### src/rtl/axi_llc_pkg.sv
// Shared LLC types: geometry/AXI configuration structs, slave AX payload,
// LLC descriptor fields, burst codes, splitter FSM states and the line-size helper.
package axi_llc_pkg;

   localparam int unsigned AxiAddrW = 32;
   localparam int unsigned AxiIdW   = 4;

   typedef struct packed {
      int unsigned NumBlocks;
      int unsigned BlockSize;
      int unsigned SetAssociativity;
      int unsigned NumLines;
   } llc_cfg_t;

   typedef struct packed {
      int unsigned AddrWidthFull;
      int unsigned IdWidth;
      int unsigned DataWidthFull;
   } llc_axi_cfg_t;

   localparam llc_cfg_t LlcDefaultCfg = '{NumBlocks: 8, BlockSize: 64, SetAssociativity: 8, NumLines: 256};
   localparam llc_axi_cfg_t AxiDefaultCfg = '{AddrWidthFull: AxiAddrW, IdWidth: AxiIdW, DataWidthFull: 64};

   localparam logic [1:0] BURST_FIXED = 2'b00;
   localparam logic [1:0] BURST_INCR  = 2'b01;
   localparam logic [1:0] BURST_WRAP  = 2'b10;

   typedef struct packed {
      logic [AxiIdW-1:0]   id;
      logic [AxiAddrW-1:0] addr;
      logic [7:0]          len;
      logic [2:0]          size;
      logic [1:0]          burst;
      logic                lock;
      logic [3:0]          cache;
      logic [2:0]          prot;
   } llc_ax_chan_t;

   typedef struct packed {
      logic [AxiIdW-1:0]   a_x_id;
      logic [AxiAddrW-1:0] a_x_addr;
      logic [7:0]          a_x_len;
      logic [2:0]          a_x_size;
      logic [1:0]          a_x_burst;
      logic                a_x_lock;
      logic [3:0]          a_x_cache;
      logic [2:0]          a_x_prot;
      logic                rw;
      logic                x_last;
   } llc_desc_t;

   typedef enum logic {ST_IDLE, ST_SPLIT} split_state_e;

   function automatic int unsigned line_bytes(llc_cfg_t cfg);
      return cfg.NumBlocks * cfg.BlockSize / 8;
   endfunction

endpackage

### src/rtl/axi_llc_line_beats.sv
// Combinational (addr, size, beats_left) -> (beats in this line, next line address, last).
// LineBytes must be a power of two; next address wraps modulo 2^AddrW.
module axi_llc_line_beats
   import axi_llc_pkg::*;
#(
   parameter int unsigned LineBytes = 64,
   parameter int unsigned AddrW     = 32
) (
   input  logic [AxiAddrW-1:0] i_addr,
   input  logic [2:0]          i_size,
   input  logic [8:0]          i_beats,
   output logic [8:0]          o_n,
   output logic [AxiAddrW-1:0] o_next_addr,
   output logic                o_last
);

   localparam logic [AxiAddrW-1:0] LineMask = AxiAddrW'(LineBytes - 1);
   localparam logic [AxiAddrW-1:0] WrapMask =
      (AddrW >= AxiAddrW) ? '1 : AxiAddrW'((64'd1 << AddrW) - 64'd1);

   logic [AxiAddrW-1:0] w_aligned;
   logic [AxiAddrW-1:0] w_room;
   logic [AxiAddrW-1:0] w_in_line;

   assign w_aligned = i_addr & ~((AxiAddrW'(1) << i_size) - AxiAddrW'(1));
   assign w_room    = AxiAddrW'(LineBytes) - (w_aligned & LineMask);
   assign w_in_line = w_room >> i_size;

   // when not last, w_in_line < i_beats <= 256, so the low 9 bits hold it
   assign o_last      = (AxiAddrW'(i_beats) <= w_in_line);
   assign o_n         = o_last ? i_beats : w_in_line[8:0];
   assign o_next_addr = ((w_aligned & ~LineMask) + AxiAddrW'(LineBytes)) & WrapMask;

endmodule

### src/rtl/axi_llc_ax_splitter.sv
// Slave-side AX receiver: one LLC descriptor per cache line touched by a burst.
// Optional feature macro AXI_LLC_SPLIT_STATS_EN adds split_cnt_o (saturating split-burst count).
module axi_llc_ax_splitter
   import axi_llc_pkg::*;
#(
   parameter llc_cfg_t     Cfg       = LlcDefaultCfg,
   parameter llc_axi_cfg_t AxiCfg    = AxiDefaultCfg,
   parameter type          desc_t    = llc_desc_t,
   parameter type          ax_chan_t = llc_ax_chan_t,
   parameter logic         IsWrite   = 1'b0
) (
   input  logic     clk_i,
   input  logic     rst_i,
   input  ax_chan_t ax_chan_slv_i,
   input  logic     ax_chan_valid_i,
   output logic     ax_chan_ready_o,
   output desc_t    desc_o,
   output logic     desc_valid_o,
   input  logic     desc_ready_i
`ifdef AXI_LLC_SPLIT_STATS_EN
   ,
   output logic [31:0] split_cnt_o
`endif
);

   localparam int unsigned LineBytes = line_bytes(Cfg);
   localparam int unsigned AddrW     = AxiCfg.AddrWidthFull;
   localparam logic [3:0]  MaxSize   = 4'($clog2(Cfg.BlockSize / 8));

   split_state_e        r_state, w_state_next;
   ax_chan_t            r_ax, w_cur;
   logic [AxiAddrW-1:0] r_addr, w_cur_addr, w_next_addr;
   logic [8:0]          r_beats_left, w_cur_beats, w_n;
   desc_t               r_desc, w_desc;
   logic                r_desc_valid;
   logic                w_ax_ready, w_ax_hs, w_gen, w_last, w_seg_last;
   logic                w_size_legal, w_wrap_fits, w_whole;

   assign w_ax_ready = (r_state == ST_IDLE) && (!r_desc_valid || desc_ready_i);
   assign w_ax_hs    = ax_chan_valid_i && w_ax_ready;
   assign w_gen      = ((r_state == ST_SPLIT) || w_ax_hs) && (!r_desc_valid || desc_ready_i);

   // first descriptor comes straight from the slave port, later ones from the captured burst
   assign w_cur       = (r_state == ST_IDLE) ? ax_chan_slv_i : r_ax;
   assign w_cur_addr  = (r_state == ST_IDLE) ? ax_chan_slv_i.addr : r_addr;
   assign w_cur_beats = (r_state == ST_IDLE) ? ({1'b0, ax_chan_slv_i.len} + 9'd1) : r_beats_left;

   assign w_size_legal = ({1'b0, w_cur.size} <= MaxSize);
   assign w_wrap_fits  = ((32'(w_cur.len) + 32'd1) << w_cur.size) <= 32'(LineBytes);
   assign w_whole      = w_size_legal &&
                         ((w_cur.burst == BURST_FIXED) || ((w_cur.burst == BURST_WRAP) && w_wrap_fits));

   axi_llc_line_beats #(
      .LineBytes (LineBytes),
      .AddrW     (AddrW)
   ) u_line_beats (
      .i_addr      (w_cur_addr),
      .i_size      (w_cur.size),
      .i_beats     (w_cur_beats),
      .o_n         (w_n),
      .o_next_addr (w_next_addr),
      .o_last      (w_seg_last)
   );

   assign w_last = w_whole || w_seg_last;

   always_comb begin
      w_desc           = '0;
      w_desc.a_x_id    = w_cur.id;
      w_desc.a_x_addr  = w_cur_addr;
      w_desc.a_x_len   = w_whole ? w_cur.len : 8'(w_n - 9'd1);
      w_desc.a_x_size  = w_cur.size;
      w_desc.a_x_burst = w_cur.burst;
      w_desc.a_x_lock  = w_cur.lock;
      w_desc.a_x_cache = w_cur.cache;
      w_desc.a_x_prot  = w_cur.prot;
      w_desc.rw        = IsWrite;
      w_desc.x_last    = w_last;
   end

   always_ff @(posedge clk_i) begin
      if (rst_i) r_state <= ST_IDLE;
      else       r_state <= w_state_next;
   end

   always_comb begin
      w_state_next = r_state;
      if (w_gen) w_state_next = w_last ? ST_IDLE : ST_SPLIT;
   end

   always_ff @(posedge clk_i) begin
      if (rst_i) begin
         r_desc_valid <= 1'b0;
         r_desc       <= '0;
      end else if (w_gen) begin
         r_desc_valid <= 1'b1;
         r_desc       <= w_desc;
      end else if (desc_ready_i) begin
         r_desc_valid <= 1'b0;
      end
   end

   always_ff @(posedge clk_i) begin
      if (w_gen) begin
         r_addr       <= w_next_addr;
         r_beats_left <= w_cur_beats - w_n;
         if (r_state == ST_IDLE) r_ax <= ax_chan_slv_i;
      end
   end

`ifdef AXI_LLC_SPLIT_STATS_EN
   logic [31:0] r_split_cnt;

   always_ff @(posedge clk_i) begin
      if (rst_i)                                           r_split_cnt <= '0;
      else if (w_ax_hs && !w_last && (r_split_cnt != '1)) r_split_cnt <= r_split_cnt + 32'd1;
   end

   assign split_cnt_o = r_split_cnt;
`endif

   // illegal bursts are still split as INCR after flagging
   a_size_legal : assert property (@(posedge clk_i) disable iff (rst_i) w_ax_hs |-> w_size_legal);
   a_wrap_fits  : assert property (@(posedge clk_i) disable iff (rst_i)
                                   (w_ax_hs && (ax_chan_slv_i.burst == BURST_WRAP)) |-> w_wrap_fits);

   assign ax_chan_ready_o = w_ax_ready;
   assign desc_o          = r_desc;
   assign desc_valid_o    = r_desc_valid;

endmodule

### config.mk
export PLATFORM = sky130hd
export DESIGN_NAME = axi_llc_ax_splitter
export DESIGN_NICKNAME = d
export VERILOG_FILES = /design/src/rtl/axi_llc_pkg.sv /design/src/rtl/axi_llc_line_beats.sv /design/src/rtl/axi_llc_ax_splitter.sv
export SDC_FILE = /design/constraint.sdc
export NUM_CORES = 1
export LEC_CHECK = 0
export BUFFER_PORTS_ARGS = -buffer_cell sky130_fd_sc_hd__clkbuf_2
export CAP_MARGIN = 15
export CORE_MARGIN = 2
export CORE_UTILIZATION = 50
export DETAILED_ROUTE_END_ITERATION = 6
export HOLD_SLACK_MARGIN = 0.06
export PLACE_DENSITY_LB_ADDON = 0.2
export SETUP_SLACK_MARGIN = 0.3
export SYNTH_ARGS = -nofsm -noshare
export SYNTH_HDL_FRONTEND = slang
export SYNTH_HIERARCHICAL = 1
export SYNTH_SLANG_ARGS = --single-unit
export TNS_END_PERCENT = 50
### constraint.sdc
create_clock -name clk_i -period 6.7 [get_ports clk_i]
set_input_delay 0 -clock clk_i [delete_from_list [all_inputs] [get_ports clk_i]]
set_output_delay 0 -clock clk_i [all_outputs]
set_load 0.02 [all_outputs]
# Yosys cells after proc, flatten, opt, wreduce, memory -nomap -nowiden

Index checks and enable logic that the tools add are counted.

Logic and storage cells: 59
Flip-flop bits (word level): 158
Output and inout bits: 61

Order comparisons: 3
Muxes and demuxes: 8
Reduce and logical (&&, ||, !) cells: 13
Bitwise gates (word level): 3
Add/sub/neg operators: 7
Equal/unequal tests: 1
Shift-type cells: 3

Operators by type and width:

| operator                | number |
|---|---|
| $mux W57                | 1 |
| $add A32 B7 Y32 const B | 1 |
| $and A32 B32 Y32        | 1 |
| $le A32 B7 Y1 const B   | 1 |
| $le A9 B32 Y1           | 1 |
| $mux W32                | 1 |
| $not A32 Y32            | 1 |
| $shl A1 B3 Y32 const A  | 1 |
| $shl A9 B3 Y32          | 1 |
| $shr A32 B3 Y32         | 1 |
| $sub A32 B1 Y32 const B | 1 |
| $add A8 B1 Y9 const B   | 2 |
| $mux W9                 | 2 |
| $sub A9 B9 Y9           | 1 |
| $mux W8                 | 1 |
| $sub A7 B6 Y8 const A   | 1 |
| $sub A8 B1 Y8 const B   | 1 |
| $logic_and A1 B1 Y1     | 5 |
| $logic_or A1 B1 Y1      | 4 |
| $le A3 B2 Y1 const B    | 1 |
| $mux W1                 | 3 |
| $eq A2 B2 Y1 const B    | 1 |
| $logic_not A2 Y1        | 1 |
| $reduce_and A2 Y1       | 1 |
| 3 further kinds         | 3 |

# Logic depth before layout (Yosys ltp)

Depth after elaboration: 11
Mapped depth: 36
Gate-level depth less buffers: 30

# By module

The synthesis kept the hierarchy.

Modules (own cells, without submodules):

| module              | seq. area each (sq um) | times used | cells each | area each (sq um) |
|---|---|---|---|---|
| axi_llc_ax_splitter | 3183.1                 | 1          | 564        | 6047.0 |
| axi_llc_line_beats  | 0.0                    | 1          | 249        | 1670.4 |

# Worst setup path after synthesis

No wires, ideal clock.

Path type: register -> register
Start: register r_state
End: register r_beats_left[8], data pin
Arrival: 6.643 ns
Required time: 6.442 ns
Stages on the path, launching flop included: 36
Library setup time: 0.258 ns
Slack: -0.200 ns
Path through: dfxtp_1 buf_6 buf_12 buf_8 clkbuf_1 mux2i_1 inv_1 buf_2 nor2_1 nand2_1 ha_1 nand2_1 ha_1 clkbuf_1 and2_1 a221o_1 o2111a_1 or3_1 ha_1 nand3_1 o21bai_1 a31o_2 nand2_1 inv_1 clkbuf_1 o41ai_1 inv_1 ha_1 a21o_1 a21oi_1 o21bai_1 a21oi_1 nor2b_1 o21ai_0 nand2b_1 xnor2_1

RTL lines:

| item                   | RTL line                   | text |
|---|---|---|
| from (decl)            | axi_llc_ax_splitter.sv:30  | `split_state_e r_state, w_state_next;` |
| from (signal assigned) | axi_llc_ax_splitter.sv:83  | `else r_state <= w_state_next;` |
| to (signal assigned)   | axi_llc_ax_splitter.sv:106 | `r_beats_left <= w_cur_beats - w_n;` |
| to (decl)              | axi_llc_ax_splitter.sv:33  | `logic [8:0] r_beats_left, w_cur_beats, w_n;` |

==> flow_metrics.tcl <==
set metrics [dict create \
    grt_overflow 0 \
    placed_area_mm2 0.00841 \
    hold_path.class "in -> reg" \
    post-route-period-util_pct 91.3 \
    path_buf_inv 2 \
    cts_tree "done" \
    fin_ws_ps 586 \
    hpwl_um 13000 \
    ir_drop_uv 248 \
    maxCapViolations 0 \
    worstPathArrival_ps 6290 \
    layout-drive-gt1-share_pct 27.7 \
    ys_ff_latch 126 \
    crit_family "compound AO/OA/AOI/OAI gates" \
    start_kind "flop" \
    antenna_left 0 \
    r2r-start "r_state" \
    power.leakage_nw 3.89 \
    postSynth.asyncResetShare_pct 0 \
    slowest_delay_ps 410 \
    tns_ps 0 \
    clock-sinks 126 \
    setup_viol 0 \
    grt_pass1_vias 5951 \
    grt_max_degree 71 \
    ioPinCount 122 \
    initial_utilization_pct 51.0 \
    grt_util_all_layers_pct 23.2 \
    pwr_density_cell_mw_per_mm2 373 \
    clk-insertion-delay-late_ps 420 \
    synth_area_per_cell_um2 9.49 \
    status "finished, final reports clean" \
    syn_inst 813 \
    num_vias 6417 \
    cts.htree.levels 4 \
    globalplace.congestion 0.898 \
    mostFrequentLayoutCell "nor2_1" \
    die_area_mm2 0.0164 \
    clkSlewWorstSetupHoldPaths_ps 60 \
    portBuffers 120 \
    max_freq_mhz 164 \
    crit_path_start "r_state" \
    dr.first_iter.drc_count 413 \
    coreArea_mm2 0.0151 \
    rows 45 \
    ys_types 90 \
    ys_seq_area_share_pct 41.2 \
    routed_via_density 5.49 \
    pre_cts_ws_ps 297 \
    dieWidth_um 128 \
    required_ps 6870 \
    firstDrtPassIters 4 \
    final_area_mm2 0.00953 \
    min_from "ax_chan_slv_i[30]" \
    clockBufferDepth 2 \
    antenna_found_initial 0 \
    relSlewSlack_pct 47.4 \
    drt-total-wl_um 19100 \
    nFillCells 1253 \
    grt_pass1_wl_um 30200 \
    diodes 0 \
    ys.flop_type "edfxtp_1" \
    nets 1052 \
    finalClockSkew_ps 11.4 \
    netlist_area_mm2 0.00772 \
    slowest_stage "dfxtp_4" \
    end_kind "flop" \
    yosys_warnings 6 \
    fin_crit_ps 6110 \
    drc 0 \
    critical_path_class "reg -> reg" \
    avgRoutedWirePerCell_um 16.3 \
    drv_slew 0 \
    tightest_slew_ps 789 \
    final_cell_mix "124 x nor2_1, 120 x clkbuf_2, 66 x edfxtp_1, 59 x dfxtp_1, 58 x nor3_1" \
    synth-edff-count 66 \
    utilization_pct 62.9 \
    area_delta_synth_final_pct 23.5 \
    die_h_um 128 \
    hold_viol_final 0 \
    grt_setup_unrepaired "no" \
    path_max_fanout 13 \
    clockRootBuffer "clkbuf_16" \
    cts-buffers-inserted 17 \
]
## worst min-delay path, stage by stage
cell	delay, ps
clkbuf_2	80
mux2_2	200
nor2_1	50
nor3_1	110
## power by group
part | switching [mW] | leakage [nW] | internal [mW]
clock network | 0.345 | 0.308 | 0.590
logic | 0.898 | 2.43 | 0.613
registers | 0.0704 | 1.15 | 1.04
total | 1.31 | 3.89 | 2.24
## metal layers
metal / up-vias / global-route usage [%] / part of all wire [%]
met4: 0 / 7.18 / 1.5
met5: - / 0 / 0
met2: 186 / 38.4 / 48
met3: 25 / 4.51 / 4.8
li1: 3194 / - / -
met1: 3012 / 30.8 / 46
## worst paths after layout
path	end	slack, ps	cells past startpoint
max reg2reg	r_beats_left[8]	590	29
max	r_beats_left[8]	590	29
min	desc_o[32]	60	4
min reg2reg	desc_o[21]	470	2
## kinds of logic after synthesis
family / Yosys count / synth area share, %
AO/OA/AOI/OAI: 115 / 11.9
XOR/XNOR: 53 / 6.11
adder cells (fa/ha/maj): 23 / 3.83
buffers and inverters: 91 / 6.24
flip-flops: 126 / 41.2
multiplexers: 63 / 9.47
other: 2 / 0.0973
AND/OR/NAND/NOR: 340 / 21.1
## per-stage QoR
stage               std cells  hold WS (ps)  power (mW)
finish                   1169          64.7        3.56
detailed placement       1091           301        2.57
global placement         1091           290        2.55
CTS                      1165          60.1        3.53
global route             1169          80.4        3.77
floorplan                 820           125        2.23
## final cells by class
class                   instances  area (um^2)  area share, %
clock inverters                 6         38.8          0.407
multi-input cells             603         4180           43.8
repair buffers                181         1170           12.2
flip-flops and latches        126         3190           33.4
clock buffers                  26          573           6.01
inverters                      39          151           1.59
well taps                     188          235           2.47
## flip-flops by register name (all words and copies together), names as in the netlist
register and count:
r_beats_left 9, desc_o 58, desc_valid_o 1, r_ax 25, r_addr 32, r_state 1
## timing repair
| action | in CTS | in global routing |
|---|---|---|
| pin swaps | 0 | 0 |
| hold buffers | 42 | 1 |
| buffers inserted | 0 | 3 |
| gates resized for setup | 1 | 12 |
| endpoints found under the hold margin | 55 | 1 |
| endpoints found under the setup margin | 1 | 3 |
## cell usage after synthesis (9+ instances only)
master | instances | area share [%]
nor2b_1 | 10 | 0.81
buf_4 | 9 | 0.88
o21ai_0 | 13 | 0.84
nor2_1 | 126 | 6.1
ha_1 | 22 | 3.6
o211ai_1 | 9 | 0.88
a21oi_1 | 19 | 1.2
clkbuf_1 | 27 | 1.3
mux2_2 | 51 | 7.4
nand3_1 | 28 | 1.8
xnor2_1 | 31 | 3.5
nand2b_1 | 9 | 0.73
nor3_1 | 58 | 3.8
edfxtp_1 | 66 | 26
dfxtp_1 | 60 | 16
inv_1 | 39 | 1.9
nand2_1 | 59 | 2.9
xor2_1 | 21 | 2.4
Power figures use the tool's default switching activity.
